$ cat src/rtl/sal_ref_ctrl.sv
`default_nettype none
// ============================================================================
// sal_ref_ctrl : all-bank refresh scheduler (tREFI credits, tRFC bank block)
// Revision 1.0
// ============================================================================
module sal_ref_ctrl #(
   parameter int BK_CNT       = 4,
   parameter int TREFI_W      = 16,
   parameter int TRFC_W       = 8,
   parameter int POSTPONE_MAX = 8,
   parameter int URGENT_TH    = 6
) (
   input  logic                clk,
   input  logic                rst,
   input  logic                ref_en_i,
   input  logic [TREFI_W-1:0]  cfg_trefi_i,
   input  logic [TRFC_W-1:0]   cfg_trfc_i,
   input  logic [BK_CNT-1:0]   ref_gnt_i,
   output logic [BK_CNT-1:0]   ref_req_o,
   output logic                ref_cmd_o,
   output logic                ref_busy_o,
   output logic                ref_urgent_o,
   output logic [3:0]          pending_o,
   output logic                overflow_o
);

   localparam logic [1:0] ST_IDLE  = 2'd0;
   localparam logic [1:0] ST_REQ   = 2'd1;
   localparam logic [1:0] ST_RFC   = 2'd2;
   localparam logic [3:0] PEND_MAX = 4'(POSTPONE_MAX);
   localparam logic [3:0] URG_TH   = 4'(URGENT_TH);

   generate
      if (POSTPONE_MAX > 15 || POSTPONE_MAX < 1) begin : g_bad_postpone
         $error("POSTPONE_MAX must fit the 4-bit credit counter");
      end
   endgenerate

   logic [1:0]         state;
   logic [TREFI_W-1:0] intv_cnt;
   logic [TRFC_W-1:0]  rfc_cnt;
   logic [TRFC_W-1:0]  trfc_eff;
   logic [BK_CNT-1:0]  gnt_mask;
   logic [3:0]         pending;
   logic [3:0]         pending_nxt;
   logic               cnt_run;
   logic               tick;
   logic               done;
   logic               all_gnt;
   logic               cmd_pulse;
   logic               urgent;
   logic               overflow;

   assign cnt_run  = ref_en_i && (cfg_trefi_i != '0);
   assign tick     = cnt_run && (intv_cnt == TREFI_W'(1));
   assign done     = (state == ST_RFC) && (rfc_cnt == TRFC_W'(1));
   assign all_gnt  = &(gnt_mask | ref_gnt_i);
   assign trfc_eff = (cfg_trfc_i == '0) ? TRFC_W'(1) : cfg_trfc_i;

   // A zero count (left over from cfg_trefi_i=0) reloads without a tick.
   always_ff @(posedge clk) begin
      if (rst) begin
         intv_cnt <= cfg_trefi_i;
      end else if (cnt_run) begin
         if (intv_cnt <= TREFI_W'(1)) begin
            intv_cnt <= cfg_trefi_i;
         end else begin
            intv_cnt <= intv_cnt - TREFI_W'(1);
         end
      end
   end

   always_comb begin
      pending_nxt = pending;
      if (tick && !done) begin
         if (pending != PEND_MAX) begin
            pending_nxt = pending + 4'd1;
         end
      end else if (done && !tick) begin
         pending_nxt = pending - 4'd1;
      end
   end

   always_ff @(posedge clk) begin
      if (rst) begin
         pending  <= 4'd0;
         urgent   <= 1'b0;
         overflow <= 1'b0;
      end else begin
         pending <= pending_nxt;
         urgent  <= (pending_nxt >= URG_TH);
         if (tick && (pending == PEND_MAX)) begin
            overflow <= 1'b1;
         end
      end
   end

   // Grants are accumulated so a bank that drops its grant still counts.
   always_ff @(posedge clk) begin
      if (rst) begin
         state     <= ST_IDLE;
         gnt_mask  <= '0;
         rfc_cnt   <= '0;
         cmd_pulse <= 1'b0;
      end else begin
         cmd_pulse <= 1'b0;
         case (state)
            ST_IDLE: begin
               gnt_mask <= '0;
               if ((pending != 4'd0) && ref_en_i) begin
                  state <= ST_REQ;
               end
            end
            ST_REQ: begin
               gnt_mask <= gnt_mask | ref_gnt_i;
               if (all_gnt) begin
                  state     <= ST_RFC;
                  rfc_cnt   <= trfc_eff;
                  cmd_pulse <= 1'b1;
               end
            end
            ST_RFC: begin
               if (done) begin
                  state <= ST_IDLE;
               end else begin
                  rfc_cnt <= rfc_cnt - TRFC_W'(1);
               end
            end
            default: begin
               state <= ST_IDLE;
            end
         endcase
      end
   end

   assign ref_req_o    = {BK_CNT{state != ST_IDLE}};
   assign ref_busy_o   = (state != ST_IDLE);
   assign ref_cmd_o    = cmd_pulse;
   assign ref_urgent_o = urgent;
   assign pending_o    = pending;
   assign overflow_o   = overflow;

endmodule
`default_nettype wire

$ cat config.mk
export PLATFORM = sky130hd
export DESIGN_NAME = sal_ref_ctrl
export DESIGN_NICKNAME = d
export VERILOG_FILES = /design/src/rtl/sal_ref_ctrl.sv
export SDC_FILE = /design/constraint.sdc
export NUM_CORES = 1
export LEC_CHECK = 0
export BUFFER_PORTS_ARGS = -buffer_cell sky130_fd_sc_hd__buf_2
export CORE_UTILIZATION = 45
export CTS_CLUSTER_DIAMETER = 50
export DETAILED_ROUTE_END_ITERATION = 7
export GPL_ROUTABILITY_DRIVEN = 0
export PLACE_DENSITY = 0.71
export REMOVE_ABC_BUFFERS = 1
export SLEW_MARGIN = 20
export SYNTH_ARGS = -nofsm -noshare
export SYNTH_HDL_FRONTEND = slang
export SYNTH_SLANG_ARGS = --single-unit
export TNS_END_PERCENT = 30
$ cat constraint.sdc
create_clock -name clk -period 4.23 [get_ports clk]
set_input_delay 0.846 -clock clk [delete_from_list [all_inputs] [get_ports clk]]
set_output_delay 0.846 -clock clk [all_outputs]
set_load 0.01 [all_outputs]
==> out/results.txt, run 1 <==
status - finished, violations left
violated checks - DRC
Die Y-Extent - 71.32 microns
GRT Residual Overflow - 0
cts repair resizes - 0
sequential area share after synthesis - 0.4167
adder-cell share of the synthesized area - 0.03472
Post-synth EDFFs - 16
CP delay by family, top - simple AND/OR/NAND/NOR gates
layout cell share with drive strength beyond 1 - 0.2188
post-DP HPWL - 3.463 mm
Tmin final - 2.582 ns
Crit. End Element - flop
busiest grt layer - met2
Internal - 0.5796 mW
Post-CTS Setup Bufs - 0
LEAKAGE - 1.014 nW
gr usage total - 0.1991
worst r2r src - state[1]$_SDFFE_PP0P_
XOR/XNOR share of the synthesized area - 0.05671
Hold Path Class - flop to flop
Worst Path Required - 4.42 ns
FMAX - 0.3873 GHz
compound-cell area share of the yosys netlist - 0.1684
Final #Nets - 324
worst-path cell chain - nand2b_1, or4_4, or4_1, mux2i_1, xor2_1, a22o_2
Comb pwr share - 0.101
worst path bufs/invs - 0
vias in the first global route - 1,821
initial antenna violation count - 0
Clock Sinks - 37
MaxCap Viol Count - 0
CP startpoint kind - flop
total negative setup slack - 0 ns
Antenna diodes - 0
clock network power share - 0.364
Net Sw Power - 0.1851 mW
hold path depth - 2
Seq pwr share - 0.535
Multi-input gate area - 1164 sq um
RSZ-0062 raised after global routing - no
ys async rst share - 0
switch share - 0.2420
clk buf depth - 2
Crit-path slowest cell - or4_4
CTS Buf Count - 5
Worst-Skew Late Latency - 0.29 ns
Avg Cell Area, Syn - 8.614 sq um
die footprint - 5086 sq um
CP peak stage delay - 0.69 ns
Final Max Slew Viols - 0
measured slew at the worst slew-check pin - 0.7829 ns
drt via density - 5.706
Register Area - 900.9 sq um
flops & latches, synth - 37
main combinational cell family by area after synthesis - simple AND/OR/NAND/NOR gates
global-route wire length before repair - 7.928 mm
via count - 1,940
critical path arrival - 2.77 ns
num ports - 43
Fillers - 422
largest area contributor in the netlist - edfxtp_1
Hold Crit Start - gnt_mask[3]$_SDFFE_PP0P_
top-area cell type share of the netlist area - 0.2222
Yosys cell types - 43
cells after synthesis - 251
root buf cell - clkbuf_8
Antenna Nets Post-Route - 0
DR WL/cell - 13.85 microns
TritonCTS clock tree - done
total wire length - 4.709 mm
mux contribution to synthesized area - 0.02836
final worst-path cycle share - 0.6103
Layout Area Growth over Synthesis - 15.05%
Ys Warns - 0
Worst-path clk slew - 0.08 ns
Initial Util - 0.4832
synth top area cells - edfxtp_1 (22%), dfxtp_1 (19%), nor2_1 (7.3%), a21oi_1 (6.5%), xnor2_1 (4.1%)
synthesized area - 2162 sq um
met1 usage - 0.2607
htree depth - 2
drc violations - 3
kind of critical path - flop to flop
Die X - 71.32 microns
Core ar. - 4474 sq um
met3 Use GR - 0.03657
Core Rows - 24
FF-to-FF End - ref_urgent_o$_SDFF_PP0_
final hold vios - 0
VDD IR max - 0.1581 mV
Worst R2R Path Depth - 6
WHS Endpoint - gnt_mask[3]$_SDFFE_PP0P_
largest net degree at the start of global routing - 32
Port Buffers - 42
Pre-antenna DRT Iters - 6
met2 Use GR - 0.3238
PwrDens - 307.4 nW/um^2
final core utilization - 0.5559
worst reg2reg setup slack - 1.65 ns
final setup fails - 0
Initial DRC Count - 94
Hold Buf Count CTS - 0
CP max FO - 25
simple-gate share of the synthesized area - 0.2448
Fin Clk Skew - 0.01718 ns
worst rel slew slack - 0.4780
ys flop type - dfxtp_1
## registers in the layout (all words and copies together) (netlist names)
signal,count
gnt_mask,4
intv_cnt,16
overflow_o,1
pending_o,4
ref_cmd_o,1
ref_urgent_o,1
rfc_cnt,8
state,2
## how the worst max path moves through the flow
stage | from | to | slack [ns] | depth (start not counted)
final | state[1]$_SDFFE_PP0P_ | ref_urgent_o$_SDFF_PP0_ | 1.65 | 6
after global routing | state[1]$_SDFFE_PP0P_ | ref_urgent_o$_SDFF_PP0_ | 1.44 | 6
after CTS | intv_cnt[0]$_DFFE_PP_ | intv_cnt[0]$_DFFE_PP_ | 1.62 | 5
after detailed placement | rst | intv_cnt[0]$_DFFE_PP_ | 1.57 | 3
after global placement | rst | intv_cnt[0]$_DFFE_PP_ | 1.63 | 3
after floorplan | intv_cnt[0]$_DFFE_PP_ | intv_cnt[0]$_DFFE_PP_ | 1.47 | 5
## worst register-to-register path, cell delays in order (launching register included)
cell and delay, ns:
dfxtp_1 0.42, nand2b_1 0.45, or4_4 0.69, or4_1 0.40
mux2i_1 0.16, xor2_1 0.10, a22o_2 0.26
## placed cells by master (no fill, tap or decap), types with 2 or more instances in the layout
cell type  instances
edfxtp_1          16
nor3_1             5
nor2_1            42
nor4_1            11
or4_4              2
nand2_1           15
o31ai_1            2
or2_2              4
buf_2             42
dfxtp_1           21
or3_1              4
or4_1              4
a211oi_1           2
inv_1             12
mux2i_1            5
a31oi_1            5
clkbuf_8           5
xor2_1             4
o41ai_1            2
and2_1             3
xnor2_1           10
ha_1               6
nand3_1            4
a22oi_1            3
a21oi_1           27
o22a_1             3
nand2b_1           3
o21ai_0            7
## cell families (layout without fill, tap and decap cells)
family	after synthesis	after routing
mux	6	6
xor+xnor	14	14
buf+inv	25	62
fa+ha+maj	6	6
flops	37	37
compound gates	59	59
simple gates	104	104
## routing by layer
layer	up-vias	wire length, microns
li1	979	-
met1	886	2325
met2	66	2086
met3	9	227
met4	0	70
met5	-	0
## area by class of cell
type,count,area share
clock buffers,7,0.03924
clock inverters,1,0.002012
inverters,12,0.01811
multi-input cells,189,0.4678
flip-flops and latches,37,0.3622
well taps,52,0.02616
repair buffers,42,0.08451
## per-stage QoR
step / area, sq um / instances / total power [mW] / worst slack (ns) / hold slack [ns]
floorplan: 2098 / 238 / 0.4577 / 1.473 / 0.4373
global placement: 2377 / 332 / 0.4888 / 1.633 / 0.4502
detailed placement: 2377 / 332 / 0.4916 / 1.574 / 0.4648
CTS: 2480 / 340 / 0.7678 / 1.617 / 0.4808
global route: 2487 / 340 / 0.7977 / 1.442 / 0.5030
finish: 2487 / 340 / 0.7647 / 1.648 / 0.4772
## Yosys cell counts, types with 6 or more instances
cell      number
inv_1         12
clkbuf_1       9
a21oi_1       28
ha_1           6
nor2_1        42
o21ai_0        7
edfxtp_1      16
nor4_1        11
nand2_1       15
dfxtp_1       21
xnor2_1       10
## power by group through the flow
| stage | Sequential, mW | Clock [mW] | Combinational [mW] |
|---|---|---|---|
| 2_1_floorplan | 0.412 | 0 | 0.0457 |
| 3_3_place_gp | 0.415 | 0 | 0.0737 |
| 3_5_place_dp | 0.416 | 0 | 0.0751 |
| 4_1_cts | 0.408 | 0.283 | 0.0765 |
| 5_1_grt | 0.411 | 0.300 | 0.0869 |
| 6_report | 0.409 | 0.279 | 0.0774 |
No activity file was read; power rests on OpenSTA's default activity.
==> inputs of run 2 (changes only) <==
--- a/config.mk
+++ b/config.mk
@@ -10,7 +10,7 @@
 export CTS_CLUSTER_DIAMETER = 50
 export DETAILED_ROUTE_END_ITERATION = 7
 export GPL_ROUTABILITY_DRIVEN = 0
-export PLACE_DENSITY = 0.71
+export PLACE_DENSITY = 0.74
 export REMOVE_ABC_BUFFERS = 1
 export SLEW_MARGIN = 20
 export SYNTH_ARGS = -nofsm -noshare
==> constraint.sdc (replaced) <==
create_clock -name clk -period 2.3 [get_ports clk]
set_input_delay 0.46 -clock clk [delete_from_list [all_inputs] [get_ports clk]]
set_output_delay 0.46 -clock clk [all_outputs]
set_load 0.01 [all_outputs]
==> out/results.txt, run 2 (synthesis gave the netlist of run 1 again) <==
Seq pwr share - 0.526 (was 0.535)
worst-path cell chain - or4_4, or4_4, or4_4, mux2i_2, xor2_1, a22o_2 (was nand2b_1, or4_4, or4_1, mux2i_1, xor2_1, a22o_2)
clock network power share - 0.338 (was 0.364)
Biggest register - intv_cnt (unchanged)
num ports - 43 (unchanged)
Core Rows - 24 (unchanged)
Initial DRC Count - 141 (was 94)
die footprint - 5086 sq um (unchanged)
DR WL/cell - 14.17 microns (was 13.85 microns)
Net Sw Power - 0.3470 mW (was 0.1851 mW)
Worst Path Required - 2.50 ns (was 4.42 ns)
measured slew at the worst slew-check pin - 0.7049 ns (was 0.7829 ns)
Worst-Skew Late Latency - 0.30 ns (was 0.29 ns)
total wire length - 5.227 mm (was 4.709 mm)
Crit. End Element - flop (unchanged)
switch share - 0.2465 (was 0.2420)
worst reg2reg setup slack - -0.01 ns (was 1.65 ns)
PwrDens - 512.7 nW/um^2 (was 307.4 nW/um^2)
pre-CTS setup slack - -0.06743 ns (was 1.574 ns)
Final #Nets - 353 (was 324)
Crit-path slowest cell - or4_4 (unchanged)
root buf cell - clkbuf_8 (unchanged)
RSZ-0062 raised after global routing - yes (was no)
met2 Use GR - 0.3693 (was 0.3238)
CP delay by family, top - simple AND/OR/NAND/NOR gates (unchanged)
LEAKAGE - 1.175 nW (was 1.014 nW)
status - finished, violations left (unchanged)
Initial Util - 0.4832 (unchanged)
largest net degree at the start of global routing - 25 (was 32)
Final WS setup - -0.01115 ns (was 1.648 ns)
Worst-path clk slew - 0.07 ns (was 0.08 ns)
drt via density - 5.583 (was 5.706)
Hold Path Class - primary input to flop (was flop to flop)
total negative setup slack - -0.01115 ns (was 0 ns)
most frequent cells in the layout - nor2_1 (42), buf_2 (42), buf_4 (28), a21oi_1 (27), dfxtp_1 (20) (was nor2_1 (42), buf_2 (42), a21oi_1 (27), dfxtp_1 (21), edfxtp_1 (16))
global-route wire length before repair - 8.894 mm (was 7.928 mm)
Pre-antenna DRT Iters - 6 (unchanged)
worst path bufs/invs - 0 (unchanged)
kind of critical path - flop to flop (unchanged)
htree depth - 2 (unchanged)
worst rel slew slack - 0.5301 (was 0.4780)
met3 Use GR - 0.03938 (was 0.03657)
Die Y-Extent - 71.32 microns (unchanged)
Hold Buf Count CTS - 0 (unchanged)
Fin Clk Skew - 0.006147 ns (was 0.01718 ns)
Antenna diodes - 0 (unchanged)
max FFs per register - 16 (unchanged)
Most common cell on crit path - or4_4
Fillers - 393 (was 422)
Core ar. - 4474 sq um (unchanged)
post-DP HPWL - 3.758 mm (was 3.463 mm)
Clock Sinks - 37 (unchanged)
layout cell share with drive strength beyond 1 - 0.3249 (was 0.2188)
Layout Area Growth over Synthesis - 27.03% (was 15.05%)
gr usage total - 0.2288 (was 0.1991)
violated checks - DRC, setup timing (was DRC)
Port Buffers - 42 (unchanged)
CP peak stage delay - 0.53 ns (was 0.69 ns)
DP Cell Count - 358 (was 332)
Tmin final - 2.311 ns (was 2.582 ns)
critical path arrival - 2.51 ns (was 2.77 ns)
Final Non-Filler Cells - 369 (was 340)
final hold vios - 0 (unchanged)
vias in the first global route - 1,960 (was 1,821)
final worst-path cycle share - 1.005 (was 0.6103)
clk buf depth - 2 (unchanged)
CTS Buf Count - 5 (unchanged)
busiest grt layer - met2 (unchanged)
met1 usage - 0.2966 (was 0.2607)
initial antenna violation count - 0 (unchanged)
TritonCTS clock tree - done (unchanged)
Antenna Nets Post-Route - 0 (unchanged)
Comb pwr share - 0.135 (was 0.101)
CP startpoint kind - flop (unchanged)
CP max FO - 2 (was 25)
GRT Residual Overflow - 0 (unchanged)
MaxCap Viol Count - 0 (unchanged)
VDD IR max - 0.3644 mV (was 0.1581 mV)
Internal - 1.061 mW (was 0.5796 mW)
final setup fails - 1 (was 0)
via count - 2,060 (was 1,940)
drc violations - 3 (unchanged)
FMAX - 0.4327 GHz (was 0.3873 GHz)
Die X - 71.32 microns (unchanged)
Top Registers - intv_cnt (16), rfc_cnt (8) (unchanged)
Final Max Slew Viols - 0 (unchanged)
run 2: cell type report:
type	count	area, sq um	area share
Sequential cell	37	902.1	0.3285
Timing Repair Buffer	71	440.4	0.1604
Tap cell	52	65.06	0.02369
Clock buffer	7	86.33	0.03144
Multi-Input combinational cell	189	1201	0.4374
Clock inverter	1	6.256	0.002278
Inverter	12	45.04	0.01640
run 2: worst register-to-register path, stage by stage (launching register included):
cell and delay [ns]:
dfxtp_1 0.32, or4_4 0.53, or4_4 0.43, or4_4 0.43, mux2i_2 0.18, xor2_1 0.10
a22o_2 0.23
run 2: repair_timing:
action | 4_1_cts | 5_1_grt
resized for setup | 4 | 9
buffers inserted | 1 | 2
endpoints found under the setup margin | 16 | 15
pin swaps | 0 | 4
run 2: path summary, 6_finish.rpt:
path	start	cells after the start	endpoint
max reg2reg	rfc_cnt[3]$_SDFFE_PP0P_	6	ref_urgent_o$_SDFF_PP0_
min	ref_gnt_i[3]	3	gnt_mask[3]$_SDFFE_PP0P_
min reg2reg	gnt_mask[3]$_SDFFE_PP0P_	2	gnt_mask[3]$_SDFFE_PP0P_
max	rfc_cnt[3]$_SDFFE_PP0P_	6	ref_urgent_o$_SDFF_PP0_
run 2: power groups by stage:
stage / clock [mW] / sequential [mW] / combinational [mW]
6_report: 0.476 / 0.741 / 0.191
3_3_place_gp: 0 / 0.752 / 0.179
4_1_cts: 0.476 / 0.740 / 0.187
5_1_grt: 0.499 / 0.745 / 0.210
3_5_place_dp: 0 / 0.753 / 0.182
2_1_floorplan: 0 / 0.758 / 0.0841
run 2: metal layers:
layer	vias up	share of wire
li1	1034	-
met5	-	0
met1	963	0.47
met2	53	0.46
met3	10	0.047
met4	0	0.025
run 2: through the flow:
stage	cell area, sq um	hold slack (ns)	util	power, mW
2_1_floorplan	2098	0.4373	-	0.8418
3_3_place_gp	2585	0.4490	0.5777	0.9316
3_5_place_dp	2585	0.4606	0.5777	0.9350
4_1_cts	2708	0.4166	0.6051	1.402
5_1_grt	2746	0.4325	0.6138	1.453
6_report	2746	0.4176	0.6138	1.408
==> inputs of run 3 (changes only) <==
--- a/config.mk
+++ b/config.mk
@@ -6,6 +6,7 @@
 export NUM_CORES = 1
 export LEC_CHECK = 0
 export BUFFER_PORTS_ARGS = -buffer_cell sky130_fd_sc_hd__buf_2
+export CORE_ASPECT_RATIO = 1.5
 export CORE_UTILIZATION = 45
 export CTS_CLUSTER_DIAMETER = 50
 export DETAILED_ROUTE_END_ITERATION = 7
==> out/results.txt, run 3 (synthesis gave the netlist of run 1 again) <==
violated checks - setup timing (was DRC, setup timing)
Pre-antenna DRT Iters - 5 (was 6)
Clock Sinks - 37 (unchanged)
CP startpoint kind - flop (unchanged)
Worst Path Required - 2.49 ns (was 2.50 ns)
met2 Use GR - 0.4295 (was 0.3693)
drt via density - 5.440 (was 5.583)
most frequent cells in the layout - nor2_1 (42), buf_2 (42), buf_4 (30), a21oi_1 (27), dfxtp_1 (20) (was nor2_1 (42), buf_2 (42), buf_4 (28), a21oi_1 (27), dfxtp_1 (20))
Post-DP Area - 2618 sq um (was 2585 sq um)
gr usage total - 0.2214 (was 0.2288)
Initial Util - 0.4721 (was 0.4832)
Worst-Skew Late Latency - 0.30 ns (about the same)
largest net degree at the start of global routing - 25 (unchanged)
Final #Nets - 354 (was 353)
root buf cell - clkbuf_8 (unchanged)
final core utilization - 0.6066 (was 0.6138)
CP max FO - 2 (unchanged)
Design Area, Final - 2778 sq um (was 2746 sq um)
met1 usage - 0.2190 (was 0.2966)
Layout Area Growth over Synthesis - 28.47% (was 27.03%)
max FFs per register - 16 (unchanged)
GRT Residual Overflow - 0 (unchanged)
Antenna Nets Post-Route - 0 (unchanged)
via count - 2,078 (was 2,060)
kind of critical path - flop to flop (unchanged)
post-DP HPWL - 4.028 mm (was 3.758 mm)
Die X - 58.60 microns (was 71.32 microns)
die footprint - 5092 sq um (was 5086 sq um)
CTS Buf Count - 5 (unchanged)
Internal - 1.138 mW (was 1.061 mW)
final worst-path cycle share - 1.006 (was 1.005)
FMAX - 0.4320 GHz (was 0.4327 GHz)
critical path arrival - 2.50 ns (was 2.51 ns)
Multi-input gate area - 1209 sq um (was 1201 sq um)
layout cell share with drive strength beyond 1 - 0.3176 (was 0.3249)
Core Rows - 30 (was 24)
Seq pwr share - 0.500 (was 0.526)
clock network power share - 0.371 (was 0.338)
htree depth - 2 (unchanged)
Comb pwr share - 0.129 (was 0.135)
met3 Use GR - 0.04755 (was 0.03938)
Die Y-Extent - 86.90 microns (was 71.32 microns)
pre-CTS setup slack - -0.04058 ns (was -0.06743 ns)
Worst-path clk slew - 0.07 ns (about the same)
Fin Clk Skew - 0.01118 ns (was 0.006147 ns)
Fillers - 435 (was 393)
measured slew at the worst slew-check pin - 0.6027 ns (was 0.7049 ns)
final hold vios - 0 (unchanged)
DR WL/cell - 13.67 microns (was 14.17 microns)
final setup fails - 1 (unchanged)
clk buf depth - 2 (unchanged)
Register Area - 902.1 sq um (unchanged)
worst rel slew slack - 0.5982 (was 0.5301)
RSZ-0062 raised after global routing - yes (unchanged)
Port Buffers - 42 (unchanged)
Hold Path Class - primary input to flop (unchanged)
drc violations - 0 (was 3)
Final Non-Filler Cells - 382 (was 369)
busiest grt layer - met2 (unchanged)
vias in the first global route - 2,005 (was 1,960)
Top Registers - intv_cnt (16), rfc_cnt (8) (unchanged)
MaxCap Viol Count - 0 (unchanged)
Biggest register - intv_cnt (unchanged)
Final Max Slew Viols - 0 (unchanged)
Net Sw Power - 0.3468 mW (was 0.3470 mW)
status - finished, violations left (unchanged)
PwrDens - 534.5 nW/um^2 (was 512.7 nW/um^2)
DP Cell Count - 374 (was 358)
total wire length - 5.221 mm (was 5.227 mm)
Core ar. - 4579 sq um (was 4474 sq um)
Crit. End Element - flop (unchanged)
num ports - 43 (unchanged)
Tmin final - 2.315 ns (was 2.311 ns)
VDD IR max - 0.3809 mV (was 0.3644 mV)
Antenna diodes - 0 (unchanged)
Initial DRC Count - 67 (was 141)
switch share - 0.2336 (was 0.2465)
Final WS setup - -0.01479 ns (was -0.01115 ns)
TritonCTS clock tree - done (unchanged)
initial antenna violation count - 0 (unchanged)
LEAKAGE - 1.173 nW (was 1.175 nW)
global-route wire length before repair - 8.542 mm (was 8.894 mm)
## run 3: critical path: stages (launching register included)
cell,delay [ns]
dfxtp_2,0.32
or4_4,0.53
or4_4,0.42
or4_4,0.42
mux2i_1,0.16
xor2_1,0.11
a22o_2,0.24
## run 3: timing repair
action                     4_1_cts  5_1_grt
pin swaps                        0        2
hold buffers                     0        0
buffers inserted                 0        0
setup endpoints to repair        4       11
resized for setup                4        7
## run 3: final timing paths
| kind | from | to | slack, ns | cells after the start |
|---|---|---|---|---|
| hold / removal | ref_gnt_i[1] | gnt_mask[1]$_SDFFE_PP0P_ | 0.42 | 3 |
| setup reg to reg | rfc_cnt[3]$_SDFFE_PP0P_ | ref_urgent_o$_SDFF_PP0_ | -0.01 | 6 |
| setup / recovery | rfc_cnt[3]$_SDFFE_PP0P_ | ref_urgent_o$_SDFF_PP0_ | -0.01 | 6 |
| hold reg to reg | gnt_mask[2]$_SDFFE_PP0P_ | gnt_mask[2]$_SDFFE_PP0P_ | 0.47 | 2 |
## run 3: power groups by stage
stage | Sequential (mW) | Clock [mW] | Combinational, mW
2_1_floorplan | 0.758 | 0 | 0.0841
3_3_place_gp | 0.753 | 0 | 0.182
3_5_place_dp | 0.756 | 0 | 0.185
4_1_cts | 0.742 | 0.566 | 0.189
5_1_grt | 0.746 | 0.591 | 0.214
6_report | 0.742 | 0.550 | 0.192
## run 3: area by class of cell
type                    count  share of cell area
clock buffers               6             0.02613
clock inverters             2             0.01216
inverters                  12             0.01622
multi-input cells         189              0.4351
flip-flops and latches     37              0.3248
well taps                  64             0.02883
repair buffers             72              0.1568
## run 3: per-stage QoR
stage	TNS (ns)	hold slack, ns	power [mW]
final	-0.01479	0.4206	1.485
after global routing	-0.1036	0.4334	1.550
after CTS	-0.03014	0.4101	1.496
after detailed placement	-0.04058	0.4607	0.9407
after global placement	-0.03517	0.4501	0.9349
after floorplan	-3.671	0.4373	0.8418
## run 3: metal layers
metal / vias to the layer above / wire, microns
li1: 1036 / -
met1: 981 / 1999
met2: 49 / 2932
met3: 12 / 186
met4: 0 / 104
met5: - / 0
